**src/rtl/rom_arbiter.sv**
```systemverilog
// Round-robin arbiter sharing one 1-cycle-latency ROM between I and D ports.
// Steers returned words to the winner and holds them under back-pressure.
module rom_arbiter #(
  parameter int ADDRESS_WIDTH = 14,
  parameter int DATA_WIDTH    = 32
) (
  input  logic                     clk,
  input  logic                     rst_n,
  input  logic                     i_req_valid,
  input  logic [ADDRESS_WIDTH-1:0] i_req_addr,
  output logic                     i_req_ready,
  output logic                     i_rsp_valid,
  output logic [DATA_WIDTH-1:0]    i_rsp_data,
  input  logic                     i_rsp_ready,
  input  logic                     d_req_valid,
  input  logic [ADDRESS_WIDTH-1:0] d_req_addr,
  output logic                     d_req_ready,
  output logic                     d_rsp_valid,
  output logic [DATA_WIDTH-1:0]    d_rsp_data,
  input  logic                     d_rsp_ready,
  output logic [ADDRESS_WIDTH-1:0] rom_addr,
  input  logic [DATA_WIDTH-1:0]    rom_q
);

  typedef enum logic {
    PORT_I = 1'b0,
    PORT_D = 1'b1
  } port_e;

  port_e                    last_q, last_d;
  logic [ADDRESS_WIDTH-1:0] addr_q, addr_d;

  logic                  i_issued_q, i_issued_d;
  logic                  i_held_q, i_held_d;
  logic [DATA_WIDTH-1:0] i_hold_q, i_hold_d;
  logic                  d_issued_q, d_issued_d;
  logic                  d_held_q, d_held_d;
  logic [DATA_WIDTH-1:0] d_hold_q, d_hold_d;

  logic i_out, d_out;
  logic i_elig, d_elig;
  logic gnt_i, gnt_d;

  // Eligibility and round-robin grant; the port that lost last time wins ties.
  always_comb begin
    i_out  = i_issued_q | i_held_q;
    d_out  = d_issued_q | d_held_q;
    i_elig = i_req_valid & (!i_out | i_rsp_ready);
    d_elig = d_req_valid & (!d_out | d_rsp_ready);
    gnt_i  = rst_n & i_elig & (!d_elig | (last_q == PORT_D));
    gnt_d  = rst_n & d_elig & (!i_elig | (last_q == PORT_I));
  end

  // Address mux: winner's address on accept, else the last accepted one.
  always_comb begin
    last_d = last_q;
    addr_d = addr_q;
    unique case (1'b1)
      gnt_i: begin
        last_d = PORT_I;
        addr_d = i_req_addr;
      end
      gnt_d: begin
        last_d = PORT_D;
        addr_d = d_req_addr;
      end
      default: ;
    endcase
    rom_addr    = addr_d;
    i_req_ready = gnt_i;
    d_req_ready = gnt_d;
  end

  // Per-port response tracking: capture ROM word if not taken on arrival.
  always_comb begin
    i_issued_d = gnt_i;
    i_held_d   = i_held_q;
    i_hold_d   = i_hold_q;
    if (i_out && i_rsp_ready) i_held_d = 1'b0;
    if (i_issued_q && !i_rsp_ready) begin
      i_held_d = 1'b1;
      i_hold_d = rom_q;
    end
    d_issued_d = gnt_d;
    d_held_d   = d_held_q;
    d_hold_d   = d_hold_q;
    if (d_out && d_rsp_ready) d_held_d = 1'b0;
    if (d_issued_q && !d_rsp_ready) begin
      d_held_d = 1'b1;
      d_hold_d = rom_q;
    end
  end

  // Response outputs: held word takes priority over the live ROM output.
  always_comb begin
    i_rsp_valid = i_out;
    d_rsp_valid = d_out;
    i_rsp_data  = i_held_q ? i_hold_q : rom_q;
    d_rsp_data  = d_held_q ? d_hold_q : rom_q;
  end

  // State registers; reset discards all in-flight and held responses.
  always_ff @(posedge clk or negedge rst_n) begin
    if (!rst_n) begin
      last_q     <= PORT_D;
      addr_q     <= '0;
      i_issued_q <= 1'b0;
      i_held_q   <= 1'b0;
      i_hold_q   <= '0;
      d_issued_q <= 1'b0;
      d_held_q   <= 1'b0;
      d_hold_q   <= '0;
    end else begin
      last_q     <= last_d;
      addr_q     <= addr_d;
      i_issued_q <= i_issued_d;
      i_held_q   <= i_held_d;
      i_hold_q   <= i_hold_d;
      d_issued_q <= d_issued_d;
      d_held_q   <= d_held_d;
      d_hold_q   <= d_hold_d;
    end
  end

endmodule

```
**config.mk**
```make
export PLATFORM = sky130hd
export DESIGN_NAME = rom_arbiter
export DESIGN_NICKNAME = d
export VERILOG_FILES = /design/src/rtl/rom_arbiter.sv
export SDC_FILE = /design/constraint.sdc
export NUM_CORES = 1
export LEC_CHECK = 0
export BUFFER_PORTS_ARGS = -buffer_cell sky130_fd_sc_hd__buf_2
export CAP_MARGIN = 20
export CORE_ASPECT_RATIO = 1.2
export CORE_UTILIZATION = 50
export CTS_CLUSTER_SIZE = 40
export DETAILED_ROUTE_END_ITERATION = 12
export PLACE_DENSITY_LB_ADDON = 0.2
export RECOVER_POWER = 50
export SYNTH_ARGS = -nofsm -noshare
export SYNTH_HDL_FRONTEND = slang
export SYNTH_SLANG_ARGS = --single-unit
```
**constraint.sdc**
```tcl
create_clock -name clk -period 3.7 [get_ports clk]
set_input_delay 0.74 -clock clk [delete_from_list [all_inputs] [get_ports clk]]
set_output_delay 0.74 -clock clk [all_outputs]
set_load 0.03 [all_outputs]
```
Yosys cells after proc, flatten, opt, wreduce, memory -nomap -nowiden
Index checks and enable logic that the tools add are counted.
- muxes and demuxes: 8
- bitwise logic cells: 13
- reductions and logical operators: 13
- operator list (kind ; count):
    $mux W32 ; 2
    $pmux W14 S2 ; 1
    $and A1 B1 Y1 ; 6
    $logic_not A1 Y1 ; 6
    $or A1 B1 Y1 ; 6
    $reduce_bool A2 Y1 ; 3
    $logic_and A1 B1 Y1 ; 4
    $mux W1 ; 4
    $pmux W1 S2 ; 1
    $not A1 Y1 ; 1
- bits in registers: 83
- output and inout bits: 82

Logic depth before layout (Yosys ltp)
- word-level depth: 8
- gate-level depth with buffers: 6

Worst setup path after synthesis
OpenSTA, ideal clock, no wires.
- path kind: in2out
- start: input port d_rsp_ready
- end: output port rom_addr[0]
- arrival: 1995 ps
- data required time: 2960 ps
- setup slack: 965 ps
- stages: 4
- cells stage by stage: o21ba_1 -> buf_6 -> a311o_4 -> o221ai_1
- longest elaborated chain between the ends: 6
- elaborated cells on any way between the ends: 8
- those cells by class: 1 x mux; 6 x bitwise; 1 x reduce/logical
- ends and longest elaborated chain (what ; line ; text):
    start: declaration ; 20 ; input logic d_rsp_ready,
    $or A1 B1 Y1 * ; 49 ; d_elig = d_req_valid & (!d_out | d_rsp_ready);
    $and A1 B1 Y1 * ; 49 ;
    $logic_not A1 Y1 ; 50 ; gnt_i = rst_n & i_elig & (!d_elig | (last_q == PORT_D));
    $or A1 B1 Y1 ; 50 ;
    $and A1 B1 Y1 ; 50 ;
    $pmux W14 S2 * ; 58 ; unique case (1'b1)
    end: declaration ; 21 ; output logic [ADDRESS_WIDTH-1:0] rom_addr,
Mark *: on every way between the ends. The rest lies on a longest branch, timed or not.

Worst setup path in the final report
- start: input port rst_n
- end: output port rom_addr[12]
- longest elaborated chain between the ends: 3
- elaborated cells on any way between the ends: 5
- those cells by class: 1 x mux; 4 x bitwise
- ends and longest elaborated chain (what ; line ; text):
    start: declaration ; 8 ; input logic rst_n,
    $and A1 B1 Y1, on equally long branches (2 in series) ; 51, 50 ;
    $pmux W14 S2 * ; 58 ;
Marks and branches as above.

==> flow_summary.yaml <==
floorplanning:
  rows: 36
  core-area_um2: 8110
  initial_core_util_pct: 51.4
  die_y_um: 102
  dieArea_um2: 8700
  pin_count: 148
  die_w_um: 85.3
grt:
  grt_max_degree: 82
  antenna_found_initial: 1
  grt_first_pass_wirelength_um: 13400
  groute.layer.met1.usage_pct: 24.1
  grt.total_usage_pct: 20.0
  grt.busiest_layer: "met2"
  grt_pass1_vias: 2848
  grtUsageMet2_pct: 34.8
  use_met3_pct: 4.36
  grt_remaining_overflow: 0
clocking:
  cts-resized-gates: 0
  postCtsSetupBuffers: 0
  cts_tree: "done"
  clk_latency_ns: 0.35
  htree_levels: 3
  path_clk_slew_ns: 0.08
  numCtsBuffers: 9
  numClockSinks: 83
  clock-root-buffer: "clkbuf_8"
  hold_buffers: 0
  clockBufferDepth: 2
timing:
  clock.fmax_mhz: 327
  fin_skew_ns: 0.00787
  worstMarginPinSlew_ns: 1.84
  relSlewSlack_pct: -23.0
  setup_tns_ns: 0
  rsz0062_at_grt: "false"
  slew_viol_final: 99
  final-setup-viol-count: 0
  finalHoldViolCount: 0
  fin_crit_sh_pct: 82.6
  period_minus_slack_ns: 3.06
synthesis:
  synth-xor-area-share_pct: 0
  mappedNetlistArea_um2: 4160
  synthDistinctLibCells: 20
  synth_ff_type: "dfrtp_1"
  synthTopCellsByArea: "dfrtp_1, mux2_2, o221ai_1"
  synth_enable_flop_cells: 0
  synth_common_cells: "mux2_2, dfrtp_1, inv_1"
  synth_area_leader_cell: "dfrtp_1"
  synth_most_common_cell: "mux2_2"
  yosysWarnings: 0
  synth_seq_cells: 83
  yosys.area_share.simple_pct: 1.17
  synth_fa_ha_area_share_pct: 0
  synthMuxAreaShare_pct: 34.6
  syn_nets: 373
  synth_compound_area_share_pct: 8.59
  synth-async-reset-ratio_pct: 100
  synthCells: 307
  synth_top_family_by_area: "multiplexers"
  yosysSeqAreaShare_pct: 49.9
  synth_top_cell_area_share_pct: 49.3
  syn_avg_cell_area_um2: 13.6
routing:
  vias: 2957
  wl_um: 8700
  viasPerCell: 5.41
  routedWlPerCell_um: 15.9
  final_antenna_net_count: 0
  dr.first_iter.drc_count: 63
  route.detailed.drc: 0
  dr.pass1.iters: 4
placement:
  io_buffers: 147
  gp_congestion: 0.719
  placedCellCount: 530
  dp_hpwl_um: 5850
power_and_ir_drop:
  power.density_nw_per_um2: 541
  ir_drop_v: 0.000269
  leakagePower_nw: 2.49
  power.total_mw: 2.76
layout:
  area_growth_pct: 22.6
  antennaDiodeCount: 0
  final_cells: 547
  final_layout_size_suffix_gt1_share_pct: 64.8
  nets: 513
critical_path:
  ff2ff_setup_slack_ns: 1.57
  slowest_delay_ns: 0.53
  arrival_ns: 2.32
  cp_data_required_time_ns: 2.96
  worst-setup-path-type: "in2out"
  crit_path_end_kind: "primary output"
  cpMaxStageDelayCell: "a311o_4"
  cp_cell_sequence: "clkbuf_1 > nand2_1 > a311o_4 > o221ai_1 > buf_2"
  start_kind: "primary input"
  cp_max_fo: 16
job:
  max_cap_viol_count: 3
run_status:
  violations: "max-capacitance violations, max-slew violations"
  status: "finished, violations left"
hold_path:
  hp-class: "in2async"
-- cells in the final DEF (no fill, tap or decap), types with 2 or more instances in the layout --
cell type | synthesis | layout
clkbuf_1 | 9 | 5
clkbuf_8 | 0 | 10
mux2_2 | 123 | 123
nand2b_1 | 3 | 3
buf_2 | 7 | 145
mux2_1 | 5 | 5
o221ai_2 | 8 | 2
inv_1 | 31 | 31
dfrtp_1 | 82 | 82
or2_2 | 2 | 2
nand2_1 | 3 | 3
o221ai_1 | 21 | 27
clkinvlp_4 | 0 | 3
buf_4 | 1 | 2
-- cell families (layout without fill, tap and decap cells) --
kind of cell / Yosys count / after routing
AOI/OAI and AO/OA: 33 / 33
buffers and inverters: 54 / 199
DFF: 83 / 83
muxes: 128 / 128
and+or+nand+nor: 9 / 9
-- routing by layer --
layer | vias up | wire length (µm) | part of all wire, %
met5 | - | 15 | 0.17
met4 | 2 | 169 | 1.9
met3 | 18 | 426 | 4.9
met2 | 98 | 4270 | 49
met1 | 1447 | 3820 | 44
li1 | 1392 | - | -
-- final timing paths --
check | startpoint | endpoint | cells past startpoint
max | rst_n | rom_addr[12] | 5
max in group asynchronous | rst_n | i_hold_q[28]$_DFFE_PN0P_ | 2
min reg2reg | d_hold_q[15]$_DFFE_PN0P_ | d_hold_q[15]$_DFFE_PN0P_ | 1
max reg2reg | d_issued_q$_DFF_PN0_ | d_hold_q[11]$_DFFE_PN0P_ | 2
min in group clk | d_hold_q[15]$_DFFE_PN0P_ | d_hold_q[15]$_DFFE_PN0P_ | 1
min | rst_n | i_held_q$_DFFE_PN0P_ | 1
-- stage by stage --
stage	worst slack, ns	instance area [µm²]	util (%)	hold WS, ns
6_report	0.645	5110	63.0	0.216
4_1_cts	0.746	5140	63.4	0.162
2_1_floorplan	0.965	4160	-	0.444
3_3_place_gp	0.792	4930	60.9	0.470
3_5_place_dp	0.732	4930	60.9	0.479
5_1_grt	0.462	5110	63.0	0.217
-- layout make-up --
| class | count | area, µm² |
|---|---|---|
| Clock inverter | 5 | 61.3 |
| Tap cell | 95 | 119 |
| Timing Repair Buffer | 152 | 783 |
| Multi-Input combinational cell | 170 | 1810 |
| Sequential cell | 83 | 2080 |
| Clock buffer | 11 | 141 |
| Fill cell | 671 | 3000 |
| Inverter | 31 | 116 |
-- where the power goes --
| group | internal (mW) | switching (mW) |
|---|---|---|
| clock | 0.333 | 0.328 |
| combinational | 0.375 | 0.478 |
| sequential | 1.14 | 0.105 |
-- worst max-delay path: cells and delay by family --
family,cells,cell delay [ns]
buf+inv,2,0.45
simple gates,1,0.35
compound gates,2,0.77
-- sequential cells by signal, indices dropped and copies added (netlist names) --
signal	cells
addr_q	14
d_held_q	1
d_hold_q	32
d_issued_q	1
i_held_q	1
i_hold_q	32
i_issued_q	1
last_q	1
No activity file was read; power rests on OpenSTA's default activity.
